`config.mk`:
```
export PLATFORM = sky130hd
export DESIGN_NAME = mux4_1_rr
export DESIGN_NICKNAME = d
export VERILOG_FILES = /design/src/rtl/mux4_1_rr.sv
export SDC_FILE = /design/constraint.sdc
export NUM_CORES = 1
export LEC_CHECK = 0
export CAP_MARGIN = 10
export CORE_MARGIN = 1
export CORE_UTILIZATION = 30
export CTS_CLUSTER_SIZE = 12
export DETAILED_ROUTE_END_ITERATION = 6
export GPL_TIMING_DRIVEN = 0
export PLACE_DENSITY = 0.68
export SLEW_MARGIN = 40
export SYNTH_ARGS = -nofsm -noshare
export SYNTH_HDL_FRONTEND = slang
export SYNTH_SLANG_ARGS = --single-unit
```
`constraint.sdc`:
```
create_clock -name clk -period 4.4 [get_ports clk]
set_clock_uncertainty 0.15 [all_clocks]
set_input_delay 0.88 -clock clk [delete_from_list [all_inputs] [get_ports clk]]
set_output_delay 0.88 -clock clk [all_outputs]
set_load 0.01 [all_outputs]
```
`src/rtl/mux4_1_rr.sv`:
```
// ---------------------------------------------------------------------------
// mux4_1_rr
// Four-channel to one-channel multiplexer with a round-robin arbiter and a
// registered output stage. Sel tags every output word with its source
// channel so a downstream demultiplexer can route it back.
//
// Ports
//   clk                 system clock, rising edge
//   rst_n               asynchronous active-low reset
//   In1..In4    [W]     channel data
//   Valid1..Valid4      channel k holds a word on Ink
//   Ready1..Ready4      channel k word is accepted this cycle
//   Out         [W]     registered output data
//   Sel         [2]     source of Out (0 = In1 .. 3 = In4)
//   Out_valid           Out/Sel hold a word
//   Out_ready           downstream accepts the word
//   Count       [CNT_W] completed output handshakes, wraps
// ---------------------------------------------------------------------------
module mux4_1_rr #(
    parameter int W     = 8,
    parameter int CNT_W = 16
) (
    input  logic             clk,
    input  logic             rst_n,
    input  logic [W-1:0]     In1,
    input  logic [W-1:0]     In2,
    input  logic [W-1:0]     In3,
    input  logic [W-1:0]     In4,
    input  logic             Valid1,
    input  logic             Valid2,
    input  logic             Valid3,
    input  logic             Valid4,
    output logic             Ready1,
    output logic             Ready2,
    output logic             Ready3,
    output logic             Ready4,
    output logic [W-1:0]     Out,
    output logic [1:0]       Sel,
    output logic             Out_valid,
    input  logic             Out_ready,
    output logic [CNT_W-1:0] Count
);

    logic [1:0]   last;
    logic [3:0]   valid_vec;
    logic         any_valid;
    logic         load_en;
    logic [1:0]   grant;
    logic [W-1:0] grant_data;

    assign valid_vec = {Valid4, Valid3, Valid2, Valid1};
    assign any_valid = |valid_vec;

    // rst_n is folded in so no Ready pulse can escape while the block is
    // held in reset (Out_valid is 0 then, which would otherwise allow a load).
    assign load_en = rst_n && (!Out_valid || Out_ready) && any_valid;

    // Search starts one past the last winner and wraps. Walking the offsets
    // from the far end toward the near end lets the closest requester win.
    always_comb begin
        grant = last + 2'd1;
        for (int i = 3; i >= 0; i--) begin
            if (valid_vec[last + 2'd1 + 2'(i)]) begin
                grant = last + 2'd1 + 2'(i);
            end
        end
    end

    always_comb begin
        grant_data = In1;
        case (grant)
            2'd0:    grant_data = In1;
            2'd1:    grant_data = In2;
            2'd2:    grant_data = In3;
            default: grant_data = In4;
        endcase
    end

    assign Ready1 = load_en && (grant == 2'd0);
    assign Ready2 = load_en && (grant == 2'd1);
    assign Ready3 = load_en && (grant == 2'd2);
    assign Ready4 = load_en && (grant == 2'd3);

    always_ff @(posedge clk or negedge rst_n) begin
        if (!rst_n) begin
            Out       <= '0;
            Sel       <= 2'd0;
            Out_valid <= 1'b0;
            Count     <= '0;
            last      <= 2'd3;
        end else begin
            // A load on the same edge as a consume keeps Out_valid high.
            if (load_en) begin
                Out       <= grant_data;
                Sel       <= grant;
                Out_valid <= 1'b1;
                last      <= grant;
            end else if (Out_valid && Out_ready) begin
                Out_valid <= 1'b0;
            end
            if (Out_valid && Out_ready) begin
                Count <= Count + CNT_W'(1);
            end
        end
    end

endmodule

```
# Word level (Yosys, flattened, before mapping)
# Cells that the tools add are included.
dict set report totals {
  regBits 29
  input_bits 39
  output_inout_bits 31
  word_cells 44
}
dict set report op_classes {
  add_sub_neg 5
  order_cmp 4
  n_eq_ne 3
  muxes 15
  reduce_logical 12
}
# operator count
set ops {}
lappend ops {{case mux 8 bit (3 select lines)} 1}
lappend ops {{adder 16 x 1 -> 16 bit, second input constant} 1}
lappend ops {{less-than comparator 2 x 3 -> 1 bit, second input constant} 4}
lappend ops {{binary-select mux 1 bit (select 2 bit)} 4}
lappend ops {{2-to-1 mux 2 bit} 4}
lappend ops {{logical AND 1 bit} 7}
lappend ops {{2-to-1 mux 1 bit} 6}
lappend ops {{adder 2 x 1 -> 2 bit, second input constant} 2}
lappend ops {{adder 2 bit, second input constant} 2}
lappend ops {{== test 2 bit, second input constant} 2}
lappend ops {{OR reduction 4 bit} 1}
lappend ops {{== test 2 x 1 -> 1 bit, second input constant} 1}
lappend ops {{logical NOT 2 bit} 1}
lappend ops {{nonzero test 2 bit} 1}
lappend ops {{logical NOT 1 bit} 1}
lappend ops {{logical OR 1 bit} 1}

# Longest topological paths before layout
dict set report depth {
  depth_word 10
  mapped_depth 8
  ltp_nobuf 6
}

# Worst setup path after synthesis
# Ideal clock, no wire load.
dict set report synth_timing {
  path_type {input to output}
  from {input port Valid1}
  to {output port Ready3}
  arrival_time_ns 1.839
  required_time_ns 3.370
  setup_slack_ns 1.531
  cell_stages 7
  n_path_buf 2
  cell_sequence {o21ba_1 nor3_2 o21ai_2 buf_6 buf_2 inv_1 nor2_1}
}
dict set report synth_between {
  elab_chain_len 8
  elab_cells_between_ends 16
  cone_classes {1 x eq/ne; 12 x mux; 3 x reduce/logical}
}
# element line_no
set synth_lines {}
lappend synth_lines {{from (decl)} 29} ;# input logic Valid1,
lappend synth_lines {{binary-select mux 1 bit (select 2 bit)} 63} ;# if (valid_vec[last + 2'd1 + 2'(i)]) begin
lappend synth_lines {{2-to-1 mux 1 bit (not written as such)} 63}
lappend synth_lines {{2-to-1 mux 2 bit (4 in series)} 63}
lappend synth_lines {{== test 2 bit} 81} ;# assign Ready3 = load_en && (grant == 2'd2);
lappend synth_lines {{logical AND 1 bit (*)} 81}
lappend synth_lines {{to (decl)} 35} ;# output logic Ready3,
# Mark *: on every way between the ends. The rest lies on a longest branch, timed or not. The select of a mux whose other input is x is not followed.

# Worst setup path in the final report
dict set report layout_timing {
  from {input port Valid3}
  to {output port Ready4}
}
dict set report layout_between {
  elab_chain_len 8
  elab_cells_between_ends 16
  cone_classes {1 x eq/ne; 12 x mux; 3 x reduce/logical}
}
# element line_no
set layout_lines {}
lappend layout_lines {{from (decl)} 31} ;# input logic Valid3,
lappend layout_lines {{binary-select mux 1 bit (select 2 bit)} 63}
lappend layout_lines {{2-to-1 mux 1 bit (not written as such)} 63}
lappend layout_lines {{2-to-1 mux 2 bit (4 in series)} 63}
lappend layout_lines {{== test 2 bit} 82} ;# assign Ready4 = load_en && (grant == 2'd3);
lappend layout_lines {{logical AND 1 bit (*)} 82}
lappend layout_lines {{to (decl)} 36} ;# output logic Ready4,
# Marks and branches as above.

==> summary.txt <==
Logic synthesis
  • Cell taking the most area after synthesis: dfrtp_1
  • Main synth FF type: dfrtp_1
  • Area share of the largest cell type after synthesis: 0.3965
  • Yosys warnings: 0
  • Post-synthesis register bit count: 29
  • Area contributors post-synth: dfrtp_1 40%, nor2_1 7.3%, mux2_4 6.2%
  • Sequential element share of the synthesized area: 0.4273
  • Post-Syn Area: 1704 um^2
  • EDFF count, synth: 0
  • Synthesized area per cell: 9.683 um^2
  • Cells after synthesis: 176
  • Cell with the most instances after synthesis: nor2_1
  • Commonest cells in the netlist: 33 x nor2_1, 27 x dfrtp_1, 15 x nand3_1
  • Distinct cells, synth: 37
  • Syn Nets: 216
  • Post-synth ARST share: 1.000

STA
  • Max-slew violations: 0
  • Unrepaired setup endpoints after global routing: no
  • Fin. Hold Viols: 0
  • Period utilisation layout: 0.9409
  • Worst-Margin Slew: 0.7242 ns
  • Minimum clock period: 4.140 ns
  • Final hold slack: 0.3278 ns
  • Final setup violation count: 0
  • Highest clock rate: 241.5 MHz
  • Slew HR: 0.5140

Worst setup path
  • CP max stage cell: clkdlybuf4s50_1
  • CP cell instances: clkdlybuf4s50_1 -> nor2b_2 -> nor3_2 -> o21ai_2 -> buf_6 -> buf_2 -> and3_1 -> clkdlybuf4s50_1
  • CP required: 3.37 ns
  • Startpoint types: primary input
  • Crit-path max FO: 10
  • Worst Setup Path Type: in -> out
  • Max incr delay on CP: 0.62 ns
  • CP Capture Type: primary output
  • Critical Path AT: 3.11 ns
  • Most frequent CP cell: clkdlybuf4s50_1

Finish
  • Share of cells above drive strength 1: 0.1265
  • Area Overhead vs Synth: 53.52%
  • Ant diodes: 0
  • Final net count: 292
  • Post-route design area: 2616 um^2

Routing
  • Routed WL: 4331 um
  • Vias: 1,521
  • Routed len/inst: 13.33 um
  • Via density: 4.680
  • Final ANT Viol Nets: 0
  • # DRC: 0
  • Drt initial violations: 120
  • DR pass1 iterations: 4

Global routing
  • First-pass GRT wire length: 7251 um
  • Largest net degree at the start of global routing: 31
  • Vias in the first global route: 1,522
  • Initial antenna violation count: 0
  • GRT Util Overall: 0.1533
  • Grt total ovfl: 0

Clock network
  • Worst-path clk slew: 0.06 ns
  • Clock sink total: 29
  • H-Tree Depth: 2
  • Worst skew pair latency: 0.28 ns
  • TritonCTS clock tree: built
  • CTS max path bufs: 2
  • Root buffer selected by CTS: clkbuf_8
  • CTS Buf Count: 5

Pwr
  • Tot Pwr: 1251 uW
  • Worst VDD drop: 0.3457 mV
  • Leakage power: 0.001135 uW
  • Power Dens Cells: 478.2 nW/um^2

Floorplanning
  • # rows: 27
  • Die area: 5986 um^2
  • Starting Density: 0.3095
  • Die H: 77.37 um
  • Die width: 77.37 um
  • Core ar.: 5507 um^2
  • # IOs: 70

Worst hold path
  • Hold WC Path Type: reg -> reg

Flow run
  • Max Cap Violations: 0

Placed design
  • GPL Wtd Cong: 0.7069
  • DP HPWL: 3081 um
  • Placed instance area: 2480 um^2
  • I/O Buffers: 69

Status
  • Status: completed
## worst max-delay path: cells and delay by family
family | cells | cell delay [ns]
compound gates | 1 | 0.17
buf+inv | 4 | 1.58
simple gates | 3 | 0.48
## routing by layer
| metal | vias up | part of all wire | GRT usage |
|---|---|---|---|
| met4 | 0 | 0.0058 | 0.05094 |
| met5 | - | 0 | 0 |
| met2 | 53 | 0.47 | 0.2531 |
| met3 | 4 | 0.065 | 0.03647 |
| li1 | 757 | - | - |
| met1 | 707 | 0.45 | 0.1960 |
## stage by stage
step | std cells | setup TNS, ns | setup slack [ns] | util
3_5_place_dp | 317 | 0 | 0.1858 | 0.4504
4_1_cts | 325 | 0 | 0.1855 | 0.4747
5_1_grt | 325 | 0 | 0.02992 | 0.4751
3_3_place_gp | 317 | -2.776 | -0.7500 | 0.4513
6_report | 325 | 0 | 0.2599 | 0.4751
2_1_floorplan | 176 | 0 | 1.531 | -
## repair_timing
item | CTS | global route
setup buffers | 0 | 0
endpoints found under the setup margin | 0 | 2
resized for setup | 0 | 1
hold buffers | 0 | 0
## state kept, by name, summed over array words and instances, names as in the netlist
signal and cells:
Sel 2, Count 16, last 2, Out_valid 1, Out 8
## power by group
group          total (uW)  switching [uW]  internal [uW]
Sequential            406            63.5            343
Combinational         517             222            295
Clock                 328             103            225
Total                1250             388            863
## final timing paths
check,end,slack [ns],start,cells past startpoint
setup / recovery,Ready4,0.26,Valid3,8
hold / removal,Count[15],0.33,Count[15],1
setup reg to reg,Out[1],2.38,last[1],7
hold reg to reg,Count[15],0.33,Count[15],1
max in group asynchronous,last[1],3.35,rst_n,1
min in group asynchronous,Out[1],0.41,rst_n,1
## cell usage in the layout (no fill, tap or decap), types with 2 or more instances in the layout
cell type,count
mux2_4,7
o21bai_1,3
buf_4,2
nand2_1,10
dfrtp_1,27
buf_6,3
nand4_1,2
clkbuf_8,5
xnor2_1,9
bufinv_16,2
nor2b_1,4
nor3_1,2
a21oi_1,10
o211a_1,8
and3_1,3
o21a_1,2
nand3_1,15
buf_2,3
xor2_1,7
dfstp_2,2
clkdlybuf4s50_1,68
a21o_1,2
o21ai_1,2
and2_1,3
or3_1,2
nand2b_1,2
nor2_1,33
## logic make-up (layout without fill, tap and decap cells)
group,Yosys count,in the layout,synth area share
AO/OA/AOI/OAI,32,32,0.1461
multiplexers,9,9,0.07489
buffers and inverters,9,86,0.03964
flip-flops,29,29,0.4273
AND/OR/NAND/NOR,80,80,0.2225
XOR/XNOR,16,16,0.08224
adder cells (fa/ha/maj),1,1,0.007341
## layout make-up
class,count,area [um^2]
Clock inverter,3,65.06
Buffer,8,63.81
Fill cell,535,2890
Timing Repair Buffer,69,688.2
Clock buffer,5,68.82
Tap cell,72,90.09
Inverter,1,3.754
Sequential cell,29,728.2
Multi-Input combinational cell,138,908.4
No activity file was read; power rests on OpenSTA's default activity.
